File: src/rtl/risc_v_pkg.sv
// rtl/risc_v_pkg.sv - shared types, funct3/opcode constants and decode helpers for the load/store unit
package risc_v_pkg;

    typedef enum logic [2:0] {
        S_IDLE,
        S_REQ,
        S_WAIT,
        S_REQ2,
        S_WAIT2,
        S_RESP
    } lsu_state_t;

    typedef enum logic [1:0] {
        SZ_B,
        SZ_H,
        SZ_W,
        SZ_D
    } size_t;

    localparam logic [6:0] OP_LOAD  = 7'b0000011;
    localparam logic [6:0] OP_STORE = 7'b0100011;

    localparam logic [2:0] F3_LB  = 3'b000;
    localparam logic [2:0] F3_LH  = 3'b001;
    localparam logic [2:0] F3_LW  = 3'b010;
    localparam logic [2:0] F3_LD  = 3'b011;
    localparam logic [2:0] F3_LBU = 3'b100;
    localparam logic [2:0] F3_LHU = 3'b101;
    localparam logic [2:0] F3_LWU = 3'b110;
    localparam logic [2:0] F3_SB  = 3'b000;
    localparam logic [2:0] F3_SH  = 3'b001;
    localparam logic [2:0] F3_SW  = 3'b010;
    localparam logic [2:0] F3_SD  = 3'b011;

    function automatic logic [3:0] size_bytes(size_t s);
        return 4'd1 << s;
    endfunction

    function automatic logic f3_legal(logic store, logic [2:0] f3, logic is64);
        if (store)
            return (f3 == F3_SB) || (f3 == F3_SH) || (f3 == F3_SW) || (is64 && f3 == F3_SD);
        return (f3 == F3_LB) || (f3 == F3_LH) || (f3 == F3_LW) || (f3 == F3_LBU) ||
               (f3 == F3_LHU) || (is64 && (f3 == F3_LD || f3 == F3_LWU));
    endfunction

endpackage

File: src/rtl/risc_v_lsu_if.sv
// rtl/risc_v_lsu_if.sv - decode-side request/writeback and data-memory bus bundle
interface risc_v_lsu_if #(
    parameter int XLEN   = 32,
    parameter int ADDR_W = 32
);
    logic                 req_valid;
    logic                 req_ready;
    logic                 req_store;
    logic [2:0]           req_funct3;
    logic [XLEN-1:0]      req_base;
    logic [11:0]          req_imm;
    logic [XLEN-1:0]      req_wdata;
    logic [4:0]           req_rd;
    logic                 resp_valid;
    logic                 resp_err;
    logic                 rd_we;
    logic [4:0]           rd_addr;
    logic [XLEN-1:0]      rd_data;
    logic                 mem_req_valid;
    logic                 mem_req_ready;
    logic                 mem_we;
    logic [ADDR_W-1:0]    mem_addr;
    logic [XLEN/8-1:0]    mem_be;
    logic [XLEN-1:0]      mem_wdata;
    logic                 mem_resp_valid;
    logic [XLEN-1:0]      mem_rdata;

    modport master (
        input  req_valid, req_store, req_funct3, req_base, req_imm, req_wdata, req_rd,
        input  mem_req_ready, mem_resp_valid, mem_rdata,
        output req_ready, resp_valid, resp_err, rd_we, rd_addr, rd_data,
        output mem_req_valid, mem_we, mem_addr, mem_be, mem_wdata
    );

    modport slave (
        output req_valid, req_store, req_funct3, req_base, req_imm, req_wdata, req_rd,
        output mem_req_ready, mem_resp_valid, mem_rdata,
        input  req_ready, resp_valid, resp_err, rd_we, rd_addr, rd_data,
        input  mem_req_valid, mem_we, mem_addr, mem_be, mem_wdata
    );
endinterface

File: src/rtl/lsu_align.sv
// rtl/lsu_align.sv - byte-lane enables, store data shift, load extract/merge and sign/zero extension
module lsu_align
    import risc_v_pkg::*;
#(
    parameter int XLEN = 32,
    localparam int NB = XLEN / 8,
    localparam int NB2 = 2 * NB,
    localparam int OFF_W = $clog2(NB)
) (
    input  size_t            i_size,
    input  logic [OFF_W-1:0] i_off,
    input  logic             i_hi,
    input  logic             i_uns,
    input  logic [XLEN-1:0]  i_wdata,
    input  logic [XLEN-1:0]  i_rdata_lo,
    input  logic [XLEN-1:0]  i_rdata_hi,
    output logic [NB-1:0]    o_be,
    output logic [XLEN-1:0]  o_wdata,
    output logic [XLEN-1:0]  o_ldata
);
    logic [3:0]        w_nbytes;
    logic [NB2-1:0]    w_be_full;
    logic [2*XLEN-1:0] w_wd_full;
    logic [XLEN-1:0]   w_raw;
    logic [XLEN-1:0]   w_keep;
    logic              w_sign;

    // Everything is computed over a two-word window; i_hi picks the upper word for the second beat.
    always_comb begin
        w_nbytes  = size_bytes(i_size);
        w_be_full = NB2'((1 << w_nbytes) - 1) << i_off;
        w_wd_full = {XLEN'(0), i_wdata} << {i_off, 3'b000};
        o_be      = i_hi ? w_be_full[NB2-1:NB] : w_be_full[NB-1:0];
        o_wdata   = i_hi ? w_wd_full[2*XLEN-1:XLEN] : w_wd_full[XLEN-1:0];
        w_raw     = XLEN'({i_rdata_hi, i_rdata_lo} >> {i_off, 3'b000});
        w_keep    = (int'(w_nbytes) >= NB) ? '1 : ((XLEN'(1) << {w_nbytes, 3'b000}) - XLEN'(1));
        w_sign    = |(w_raw & (w_keep ^ (w_keep >> 1)));
        o_ldata   = (w_raw & w_keep) | ((w_sign && !i_uns) ? ~w_keep : '0);
    end
endmodule

File: src/rtl/risc_v_lsu.sv
// rtl/risc_v_lsu.sv - multi-cycle load/store FSM; RISC_V_LSU_SPLIT_EN enables two-beat word-crossing accesses
module risc_v_lsu
    import risc_v_pkg::*;
#(
    parameter int XLEN   = 32,
    parameter int ADDR_W = 32
) (
    input  logic         clk,
    input  logic         reset,
    risc_v_lsu_if.master bus
);
    localparam int NB    = XLEN / 8;
    localparam int OFF_W = $clog2(NB);

    lsu_state_t        r_state;
    logic              r_store, r_uns, r_mem_req_valid, r_mem_we;
    logic              r_resp_valid, r_resp_err, r_rd_we;
    size_t             r_size;
    logic [OFF_W-1:0]  r_off;
    logic [4:0]        r_rd, r_rd_addr;
    logic [ADDR_W-1:0] r_mem_addr;
    logic [NB-1:0]     r_mem_be;
    logic [XLEN-1:0]   r_mem_wdata, r_rd_data;
`ifdef RISC_V_LSU_SPLIT_EN
    logic              r_split;
    logic [XLEN-1:0]   r_wdata, r_rdata_lo;
`endif

    logic [XLEN-1:0]   w_imm, w_ea, w_a_wdata, w_a_rdata_lo, w_wdata, w_ldata;
    size_t             w_req_size, w_a_size;
    logic [OFF_W-1:0]  w_req_off, w_a_off;
    logic [NB-1:0]     w_be;
    logic              w_cross, w_err, w_idle, w_a_hi;

    assign w_imm      = {{(XLEN-12){bus.req_imm[11]}}, bus.req_imm};
    assign w_ea       = bus.req_base + w_imm;
    assign w_req_size = size_t'(bus.req_funct3[1:0]);
    assign w_req_off  = w_ea[OFF_W-1:0];
    assign w_cross    = (int'(w_req_off) + int'(size_bytes(w_req_size))) > NB;
    assign w_idle     = (r_state == S_IDLE);
    assign w_a_size   = w_idle ? w_req_size : r_size;
    assign w_a_off    = w_idle ? w_req_off : r_off;

    // The aligner serves the incoming request while idle and the captured access afterwards.
`ifdef RISC_V_LSU_SPLIT_EN
    assign w_err        = !f3_legal(bus.req_store, bus.req_funct3, XLEN == 64);
    assign w_a_hi       = (r_state == S_WAIT);
    assign w_a_wdata    = w_idle ? bus.req_wdata : r_wdata;
    assign w_a_rdata_lo = (r_state == S_WAIT2) ? r_rdata_lo : bus.mem_rdata;
`else
    assign w_err        = !f3_legal(bus.req_store, bus.req_funct3, XLEN == 64) || w_cross;
    assign w_a_hi       = 1'b0;
    assign w_a_wdata    = bus.req_wdata;
    assign w_a_rdata_lo = bus.mem_rdata;
`endif

    lsu_align #(.XLEN(XLEN)) u_align (
        .i_size     (w_a_size),
        .i_off      (w_a_off),
        .i_hi       (w_a_hi),
        .i_uns      (r_uns),
        .i_wdata    (w_a_wdata),
        .i_rdata_lo (w_a_rdata_lo),
        .i_rdata_hi (bus.mem_rdata),
        .o_be       (w_be),
        .o_wdata    (w_wdata),
        .o_ldata    (w_ldata)
    );

    always_ff @(posedge clk or posedge reset) begin
        if (reset) begin
            r_state <= S_IDLE;
            r_store <= 1'b0;  r_uns <= 1'b0;  r_size <= SZ_B;  r_off <= '0;  r_rd <= '0;
            r_mem_req_valid <= 1'b0;  r_mem_we <= 1'b0;  r_mem_addr <= '0;
            r_mem_be <= '0;  r_mem_wdata <= '0;
            r_resp_valid <= 1'b0;  r_resp_err <= 1'b0;  r_rd_we <= 1'b0;
            r_rd_addr <= '0;  r_rd_data <= '0;
`ifdef RISC_V_LSU_SPLIT_EN
            r_split <= 1'b0;  r_wdata <= '0;  r_rdata_lo <= '0;
`endif
        end else begin
            r_resp_valid <= 1'b0;
            r_resp_err   <= 1'b0;
            r_rd_we      <= 1'b0;
            case (r_state)
                S_IDLE: if (bus.req_valid) begin
                    r_store <= bus.req_store;
                    r_uns   <= bus.req_funct3[2];
                    r_size  <= w_req_size;
                    r_off   <= w_req_off;
                    r_rd    <= bus.req_rd;
                    if (w_err) begin
                        r_state      <= S_RESP;
                        r_resp_valid <= 1'b1;
                        r_resp_err   <= 1'b1;
                        r_rd_addr    <= bus.req_rd;
                    end else begin
                        r_state         <= S_REQ;
                        r_mem_req_valid <= 1'b1;
                        r_mem_we        <= bus.req_store;
                        r_mem_addr      <= ADDR_W'(w_ea & ~XLEN'(NB - 1));
                        r_mem_be        <= w_be;
                        r_mem_wdata     <= w_wdata;
`ifdef RISC_V_LSU_SPLIT_EN
                        r_split         <= w_cross;
                        r_wdata         <= bus.req_wdata;
`endif
                    end
                end
                S_REQ: if (bus.mem_req_ready) begin
                    r_mem_req_valid <= 1'b0;
                    r_state         <= S_WAIT;
                end
                S_WAIT: if (bus.mem_resp_valid) begin
`ifdef RISC_V_LSU_SPLIT_EN
                    if (r_split) begin
                        r_rdata_lo      <= bus.mem_rdata;
                        r_state         <= S_REQ2;
                        r_mem_req_valid <= 1'b1;
                        r_mem_addr      <= r_mem_addr + ADDR_W'(NB);
                        r_mem_be        <= w_be;
                        r_mem_wdata     <= w_wdata;
                    end else
`endif
                    begin
                        r_state      <= S_RESP;
                        r_resp_valid <= 1'b1;
                        r_rd_we      <= !r_store && (r_rd != 5'd0);
                        r_rd_addr    <= r_rd;
                        if (!r_store) r_rd_data <= w_ldata;
                    end
                end
`ifdef RISC_V_LSU_SPLIT_EN
                S_REQ2: if (bus.mem_req_ready) begin
                    r_mem_req_valid <= 1'b0;
                    r_state         <= S_WAIT2;
                end
                S_WAIT2: if (bus.mem_resp_valid) begin
                    r_state      <= S_RESP;
                    r_resp_valid <= 1'b1;
                    r_rd_we      <= !r_store && (r_rd != 5'd0);
                    r_rd_addr    <= r_rd;
                    if (!r_store) r_rd_data <= w_ldata;
                end
`endif
                default: r_state <= S_IDLE;
            endcase
        end
    end

    assign bus.req_ready     = w_idle;
    assign bus.resp_valid    = r_resp_valid;
    assign bus.resp_err      = r_resp_err;
    assign bus.rd_we         = r_rd_we;
    assign bus.rd_addr       = r_rd_addr;
    assign bus.rd_data       = r_rd_data;
    assign bus.mem_req_valid = r_mem_req_valid;
    assign bus.mem_we        = r_mem_we;
    assign bus.mem_addr      = r_mem_addr;
    assign bus.mem_be        = r_mem_be;
    assign bus.mem_wdata     = r_mem_wdata;
endmodule

File: src/flat_wrapper.sv
// flat-port wrapper written by rule: the top's interface ports become plain ports
module risc_v_lsu_flat import risc_v_pkg::*;
#(
    parameter int XLEN   = 32,
    parameter int ADDR_W = 32
)
  (clk, reset, bus_req_valid, bus_req_store, bus_req_funct3, bus_req_base, bus_req_imm, bus_req_wdata, bus_req_rd, bus_mem_req_ready, bus_mem_resp_valid, bus_mem_rdata, bus_req_ready, bus_resp_valid, bus_resp_err, bus_rd_we, bus_rd_addr, bus_rd_data, bus_mem_req_valid, bus_mem_we, bus_mem_addr, bus_mem_be, bus_mem_wdata);
  risc_v_lsu_if #(.XLEN(XLEN), .ADDR_W(ADDR_W)) bus_i ();
  input  logic clk;
  input  logic reset;
  input wire logic [$bits(bus_i.req_valid)-1:0] bus_req_valid;
  input wire logic [$bits(bus_i.req_store)-1:0] bus_req_store;
  input wire logic [$bits(bus_i.req_funct3)-1:0] bus_req_funct3;
  input wire logic [$bits(bus_i.req_base)-1:0] bus_req_base;
  input wire logic [$bits(bus_i.req_imm)-1:0] bus_req_imm;
  input wire logic [$bits(bus_i.req_wdata)-1:0] bus_req_wdata;
  input wire logic [$bits(bus_i.req_rd)-1:0] bus_req_rd;
  input wire logic [$bits(bus_i.mem_req_ready)-1:0] bus_mem_req_ready;
  input wire logic [$bits(bus_i.mem_resp_valid)-1:0] bus_mem_resp_valid;
  input wire logic [$bits(bus_i.mem_rdata)-1:0] bus_mem_rdata;
  output wire logic [$bits(bus_i.req_ready)-1:0] bus_req_ready;
  output wire logic [$bits(bus_i.resp_valid)-1:0] bus_resp_valid;
  output wire logic [$bits(bus_i.resp_err)-1:0] bus_resp_err;
  output wire logic [$bits(bus_i.rd_we)-1:0] bus_rd_we;
  output wire logic [$bits(bus_i.rd_addr)-1:0] bus_rd_addr;
  output wire logic [$bits(bus_i.rd_data)-1:0] bus_rd_data;
  output wire logic [$bits(bus_i.mem_req_valid)-1:0] bus_mem_req_valid;
  output wire logic [$bits(bus_i.mem_we)-1:0] bus_mem_we;
  output wire logic [$bits(bus_i.mem_addr)-1:0] bus_mem_addr;
  output wire logic [$bits(bus_i.mem_be)-1:0] bus_mem_be;
  output wire logic [$bits(bus_i.mem_wdata)-1:0] bus_mem_wdata;
  assign bus_i.req_valid = bus_req_valid;
  assign bus_i.req_store = bus_req_store;
  assign bus_i.req_funct3 = bus_req_funct3;
  assign bus_i.req_base = bus_req_base;
  assign bus_i.req_imm = bus_req_imm;
  assign bus_i.req_wdata = bus_req_wdata;
  assign bus_i.req_rd = bus_req_rd;
  assign bus_i.mem_req_ready = bus_mem_req_ready;
  assign bus_i.mem_resp_valid = bus_mem_resp_valid;
  assign bus_i.mem_rdata = bus_mem_rdata;
  assign bus_req_ready = bus_i.req_ready;
  assign bus_resp_valid = bus_i.resp_valid;
  assign bus_resp_err = bus_i.resp_err;
  assign bus_rd_we = bus_i.rd_we;
  assign bus_rd_addr = bus_i.rd_addr;
  assign bus_rd_data = bus_i.rd_data;
  assign bus_mem_req_valid = bus_i.mem_req_valid;
  assign bus_mem_we = bus_i.mem_we;
  assign bus_mem_addr = bus_i.mem_addr;
  assign bus_mem_be = bus_i.mem_be;
  assign bus_mem_wdata = bus_i.mem_wdata;
  risc_v_lsu #(.XLEN(XLEN), .ADDR_W(ADDR_W)) u_core (.clk(clk), .reset(reset), .bus(bus_i));
endmodule
File: config.mk
export PLATFORM = sky130hd
export DESIGN_NAME = risc_v_lsu_flat
export DESIGN_NICKNAME = d
export VERILOG_FILES = /design/src/rtl/risc_v_pkg.sv /design/src/rtl/risc_v_lsu_if.sv /design/src/rtl/lsu_align.sv /design/src/rtl/risc_v_lsu.sv /design/src/flat_wrapper.sv
export SDC_FILE = /design/constraint.sdc
export NUM_CORES = 1
export LEC_CHECK = 0
export BUFFER_PORTS_ARGS = -buffer_cell sky130_fd_sc_hd__buf_2
export CORE_ASPECT_RATIO = 1.2
export CORE_UTILIZATION = 45
export DETAILED_ROUTE_END_ITERATION = 8
export GPL_ROUTABILITY_DRIVEN = 0
export GPL_TIMING_DRIVEN = 1
export PLACE_DENSITY = 0.74
export SLEW_MARGIN = 20
export SYNTH_ARGS = -nofsm -noshare
export SYNTH_HDL_FRONTEND = slang
export SYNTH_SLANG_ARGS = --single-unit
File: constraint.sdc
create_clock -name clk -period 4.8 [get_ports clk]
set_clock_uncertainty 0.1 [all_clocks]
set_input_delay 0 -clock clk [delete_from_list [all_inputs] [get_ports clk]]
set_output_delay 0 -clock clk [all_outputs]
set_load 0.05 [all_outputs]
Word level (Yosys, flattened, before mapping)
Index checks and enable logic that the tools add are counted.
- latch bits: 0
- input bits: 122
- memories: 0
- bits in registers: 122
- memory bits (writable): 0
- bits in read-only memories: 0
- output and inout bits: 111
- logic and storage cells: 96
- bitwise logic cells: 7
- $add $sub $neg: 4
- equal/unequal tests: 11
- $lt $le $gt $ge: 2
- multipliers: 0
- reduce and logical (&&, ||, !) cells: 22
- div/mod/pow operators: 0
- muxes and demuxes: 27
- shift-type cells: 7
- operators with widths (cell ; count):
    32-bit bitwise AND ; 2
    32-bit two-way mux ; 2
    64-bit by 5-bit right shift with 32-bit output ; 1
    32-bit adder ; 1
    32-bit by 4-bit > comparator with 1-bit output (second input constant) ; 1
    32-bit NOT ; 1
    32-bit bitwise OR ; 1
    32-bit OR reduction ; 1
    1-bit by 7-bit left shift with 32-bit output (first input constant) ; 1
    32-bit by 5-bit left shift with 32-bit output ; 1
    32-bit by 1-bit subtractor with 32-bit output (second input constant) ; 1
    32-bit by 31-bit XOR with 32-bit output ; 1
    5-bit two-way mux ; 3
    1-bit two-way mux ; 12
    3-bit two-way mux ; 4
    5-bit case mux with 2 select lines ; 1
    3-bit case mux with 3 select lines ; 1
    3-bit AND reduction ; 3
    2-bit inequality test (second input constant) ; 4
    4-bit AND reduction ; 2
    1-bit by 2-bit left shift with 4-bit output (first input constant) ; 2
    1-bit by 4-bit left shift with 8-bit output (first input constant) ; 1
    8-bit by 2-bit left shift with 4-bit output ; 1
    8-bit by 2-bit subtractor with 8-bit output (second input constant) ; 1
    16 further kinds ; 31

Longest topological paths before layout
- word-level depth: 12
- depth in mapped cells: 13
- gate-level depth less buffers: 11

Cells and area by module
A second synthesis with hierarchy kept.
- cell total of the unflattened synthesis: 816
- area total of the unflattened synthesis: 8336.7 um^2
- by module, submodules not included (module ; times used ; area an instance (um^2) ; seq. area each (um^2) ; cells each):
    risc_v_lsu ; 1 ; 6339.8 ; 3052.9 ; 579
    lsu_align ; 1 ; 1996.9 ; 0.0 ; 237

Worst setup path before layout
No wires, ideal clock.
- path kind: register to register
- start: reg u_core.r_state[2]
- end: reg u_core.r_rd_data[30] (netlist: u_core.bus.rd_data[30])
- setup time: 0.124 ns
- clock period less this slack: 3.308 ns
- required time: 4.576 ns
- data arrival time: 3.084 ns
- setup slack: 1.492 ns
- stages on the path, launching flop included: 10
- path buffers: 3
- cell sequence: dfrtp_1 -> buf_6 -> nor3_4 -> mux2i_1 -> mux4_2 -> and3_1 -> buf_2 -> a211oi_4 -> buf_6 -> a21oi_1
- cells in the longest elaborated chain, start to end: 12
- elaborated cells on any way between the ends: 19
- those cells by class: add/sub (1); order compare (1); eq/ne (1); shift (3); mux (4); bitwise (5); reduce/logical (4)
- RTL lines (element ; RTL line ; text):
    start: declaration ; risc_v_lsu.sv:15 ; lsu_state_t r_state;
    start signal: assignment ; risc_v_lsu.sv:72 ; r_state <= S_IDLE;
    start signal: assignment ; risc_v_lsu.sv:93 ; r_state <= S_RESP;
    start signal: assignment ; risc_v_lsu.sv:98 ; r_state <= S_REQ;
    3-bit logical NOT (*) ; risc_v_lsu.sv:40 ; assign w_idle = (r_state == S_IDLE);
    named net bus_req_ready ; flat_wrapper.sv:21 ; output wire logic [$bits(bus_i.req_ready)-1:0] bus_req_ready;
    2-bit two-way mux ; risc_v_lsu.sv:41 ; assign w_a_size = w_idle ? w_req_size : r_size;
    1-bit by 2-bit left shift with 4-bit output ; risc_v_pkg.sv:36 ; return 4'd1 << s;
    1-bit by 7-bit left shift with 32-bit output ; lsu_align.sv:36 ; w_keep = (int'(w_nbytes) >= NB) ? '1 : ((XLEN'(1) << {w_nbytes, 3'b000}) - XLEN'(1));
    32-bit by 1-bit subtractor with 32-bit output ; lsu_align.sv:36 ;
    32-bit two-way mux ; lsu_align.sv:36 ;
    32-bit by 31-bit XOR with 32-bit output ; lsu_align.sv:37 ; w_sign = |(w_raw & (w_keep ^ (w_keep >> 1)));
    32-bit bitwise AND ; lsu_align.sv:37 ;
    32-bit OR reduction ; lsu_align.sv:37 ;
    1-bit logical AND ; lsu_align.sv:38 ; o_ldata = (w_raw & w_keep) | ((w_sign && !i_uns) ? ~w_keep : '0);
    32-bit two-way mux ; lsu_align.sv:38 ;
    32-bit bitwise OR (*) ; lsu_align.sv:38 ;
    end signal: assignment ; risc_v_lsu.sv:130 ; if (!r_store) r_rd_data <= w_ldata;
    end: declaration ; risc_v_lsu.sv:23 ; logic [XLEN-1:0] r_mem_wdata, r_rd_data;
Mark *: on every way through the listed nets, which the timed path passes. The rest lies on a longest branch.
A chain may end at the register's enable or synchronous reset.

Worst setup path after layout
- start: reg u_core.r_state[2]
- end: reg u_core.r_rd_data[1] (netlist: u_core.bus.rd_data[1])
- cells in the longest elaborated chain, start to end: 12
- elaborated cells on any way between the ends: 19
- those cells by class: add/sub (1); order compare (1); eq/ne (1); shift (3); mux (4); bitwise (5); reduce/logical (4)
- RTL lines (element ; RTL line):
    3-bit logical NOT ; risc_v_lsu.sv:40
    2-bit two-way mux ; risc_v_lsu.sv:41
    1-bit by 2-bit left shift with 4-bit output ; risc_v_pkg.sv:36
    1-bit by 7-bit left shift with 32-bit output ; lsu_align.sv:36
    32-bit by 1-bit subtractor with 32-bit output ; lsu_align.sv:36
    32-bit two-way mux ; lsu_align.sv:36
    32-bit by 31-bit XOR with 32-bit output ; lsu_align.sv:37
    32-bit bitwise AND ; lsu_align.sv:37
    32-bit OR reduction ; lsu_align.sv:37
    1-bit logical AND ; lsu_align.sv:38
    32-bit two-way mux ; lsu_align.sv:38
    32-bit bitwise OR ; lsu_align.sv:38
Parallel ways exist; a longest one is shown, timed or not.

==> flow_summary.toml <==
[detailed_routing]
drt-met1-wl_um = 9347
drc_errors = 0
initialDrtViolationCount = 506
highest-signal-layer = "met4"
drtAntennaViolNets = 0
first_pass_iters = 8
via_per_inst = 5.543
vias = 8010
route.detailed.wl_per_inst_um = 16.63
dr_wl_met3_um = 1550
finalWirelength_um = 24030
met2WireLength_um = 11900

[place]
io_buffer_count = 230
post-place-cells = 1319
worst_slack_placed_ns = 1.025
dp.final_hpwl_um = 16260

[clocking]
ctsLongestPathBuffers = 2
cts_made_buffers = 17
cts-resized-gates = 0
cts_root_buffer = "clkbuf_16"
clk_latency_ns = 0.41
tritoncts = "built"
cts.htree.levels = 4
clkTransAtPathRegs_ns = 0.06
clock-sinks = 122
post_cts_setup_buffer_count = 0
cts.hold.buffers_added = 95

[timing]
slew_viol_final = 0
fin_crit_sh_pct = 82.42
worstMarginPinSlew_ns = 1.054
setup_ws_ns = 0.8440
rsz0062_at_grt = "no"
finalSetupViolCount = 0
maxClockFrequency_ghz = 0.2528
hold_slack_ns = 0.01405
max-slew-margin-rel_pct = 28.27
tns_ns = 0
post-route-min-period_ns = 3.956
hold_viol = 0

[floorplan]
io-pin-count = 233
die_h_um = 145.2
die_area_mm2 = 0.01761
die-width_um = 121.3
initial_standard_cell_utilization_of_the_core_pct = 45.80
core-area_mm2 = 0.01679
placement_rows = 52

[logic_synthesis]
synth_area_leader_cell = "dfrtp_1"
ys_types = 56
ys_dominant_reg_cell = "dfrtp_1"
asyncSetResetFlopFracSynth_pct = 100.0
synth_cells = 917
synth_enable_flop_cells = 0
yosys-top-cells-area = "dfrtp_1 40%, nand2_1 11%, ha_1 5.2%"
area_of_the_mapped_netlist_mm2 = 0.007687
ys_seq_elements = 122
synthDominantCellAreaShare_pct = 39.71
synth.yosys.warnings = 0
seq_area_frac_synth_pct = 39.71
synth.avg_cell_area_um2 = 8.383

[final_layout]
fin_util_pct = 63.03
register_area_mm2 = 0.003053
drive_above_1_share_pct = 25.79
syn_to_final_growth_pct = 37.63
finish.cell_count_without_fillers = 1445
insertedDiodeCount = 0
finish.net_count = 1373
multi_input_area_mm2 = 0.004398
filler_cell_count = 1395

[status]
status = "finished clean"

[worst_setup_path]
timing.setup.critical_path_class = "reg -> reg"
path_max_fanout = 24
worst_setup_path_start_kind = "flop"
cp_data_required_time_ns = 5.02
timing.critical_path.to_type = "flop"
rr_startpoint = "u_core.r_state[2]"
regToRegSetupSlack_ns = 0.84
critical_path_arrival_ns = 4.18
r2r-end = "u_core.bus.rd_data[1]"
worst-r2r-cell-count = 8

[power_and_ir_drop]
power_density_mw_per_mm2 = 727.1
vdd_ir_drop_max_uv = 278.4
p_leak_nw = 5.207

[hold_path]
holdCritStartpoint = "bus_mem_rdata[29]"
timing.hold.worst_path_depth = 5
timing.hold.worst.class = "in -> reg"
whs_endpoint = "u_core.bus.rd_data[21]"

[global_routing]
first_global_vias = 8095
globalRouteOverflowTotal = 0
antenna_violations_before_repair = 0
grt_max_degree = 77
gr-usage-all-layers_pct = 28.11
wire_length_of_the_first_global_routing_pass_um = 39030

[job]
max_cap_violations = 0
==> metrics by stage <==
| step | cell area, µm² | power [W] |
|---|---|---|
| after CTS | 10580 | 0.007643 |
| after detailed placement | 9006 | 0.006029 |
| after floorplan | 7691 | 0.004974 |
| final | 10580 | 0.007693 |
| after global routing | 10580 | 0.008105 |
| after global placement | 9006 | 0.005963 |
==> Yosys cell counts, types with 3 or more instances <==
| library cell | n |
|---|---|
| mux2i_1 | 26 |
| nand3_1 | 25 |
| nand2_1 | 225 |
| a21oi_1 | 76 |
| dfrtp_1 | 122 |
| nand2b_1 | 5 |
| xnor2_1 | 13 |
| o211ai_1 | 11 |
| a21o_1 | 8 |
| mux4_2 | 4 |
| or3_1 | 3 |
| clkbuf_1 | 44 |
| nor3_1 | 5 |
| a211oi_1 | 8 |
| nor4_1 | 4 |
| a22o_1 | 8 |
| and3_1 | 4 |
| buf_1 | 5 |
| nor3b_1 | 3 |
| and2_1 | 3 |
| a31oi_1 | 18 |
| o21a_1 | 6 |
| ha_1 | 32 |
| buf_2 | 3 |
| inv_1 | 13 |
| nand4_1 | 7 |
| mux2_2 | 31 |
| a221oi_1 | 8 |
| nor2_1 | 82 |
| o21ai_0 | 63 |
| xor2_1 | 17 |
==> sequential cells by signal, summed over array words and instances, names as in the netlist <==
name and flops:
u_core.bus.mem_we 1, u_core.bus.rd_data 32, u_core.bus.mem_be 4, u_core.bus.mem_addr 30, u_core.r_uns 1, u_core.bus.resp_err 1
u_core.r_store 1, u_core.bus.rd_we 1, u_core.bus.mem_req_valid 1, u_core.r_state 3, u_core.r_off 2, u_core.bus.resp_valid 1
u_core.r_size 2, u_core.r_rd 5, u_core.bus.mem_wdata 32, u_core.bus.rd_addr 5
==> layer usage <==
metal  vias to the layer above  global-route usage, %
li1                       3820                      -
met5                         -                      0
met4                         0                  17.84
met3                        85                  6.368
met1                      3765                  32.34
met2                       340                  46.51
==> critical path, stage by stage (launching register included) <==
cell and delay [ns]:
dfrtp_1 0.49, nor3_4 0.60, mux2i_4 0.97, nand2_1 0.15, nand2_1 0.11, dlygate4sd3_1 0.60, a21oi_1 0.08, dlygate4sd3_1 0.60
o21ai_0 0.14
==> placed cells by master, fill, tap and decap left out, types with 4 or more instances in the layout <==
cell,instances
buf_2,230
nand2_1,224
dfrtp_1,122
dlygate4sd3_1,95
nor2_1,82
a21oi_1,76
o21ai_0,63
ha_1,32
mux2_2,31
nand3_1,25
mux2i_1,24
a31oi_1,18
xor2_1,17
clkbuf_16,17
xnor2_1,13
inv_1,12
o211ai_1,11
buf_4,11
a21o_1,8
a221oi_1,8
a22o_1,8
a211oi_1,8
nand4_1,7
o21a_1,6
nand2b_1,5
nor3_1,5
mux4_2,4
and3_1,4
clkinv_4,4
bufinv_16,4
==> report_power, final <==
group          switching (W)  internal (W)
Sequential          0.000298       0.00150
Clock               0.000493      0.000870
Combinational        0.00316       0.00137
Total                0.00395       0.00374
==> area by class of cell <==
cell class	count	share of cell area [%]
repair buffers	336	20.65
inverters	13	0.4849
well taps	216	2.554
flip-flops and latches	122	28.86
multi-input cells	727	41.57
clock inverters	14	1.869
clock buffers	17	4.021
==> how the worst max path moves through the flow <==
stage                 startpoint                 endpoint  slack [ns]  depth (start not counted)
2_1_floorplan              reset  u_core.bus.mem_addr[10]        1.46                          1
3_3_place_gp      bus_req_imm[0]  u_core.bus.mem_addr[23]        1.14                         11
3_5_place_dp      bus_req_imm[0]  u_core.bus.mem_addr[23]        1.02                         11
4_1_cts        u_core.r_state[2]    u_core.bus.rd_data[6]        0.94                          8
5_1_grt        u_core.r_state[2]    u_core.bus.rd_data[1]        0.62                          8
6_report       u_core.r_state[2]    u_core.bus.rd_data[1]        0.84                          8
==> kinds of logic after synthesis <==
family	Yosys count	share of synthesized area (%)
compound gates	228	18.23
xor+xnor	30	3.418
fa+ha+maj	34	5.729
buf+inv	69	3.711
flops	122	39.71
mux	61	9.098
other cells	1	0.04878
simple gates	372	20.05
Power figures use the tool's default switching activity.
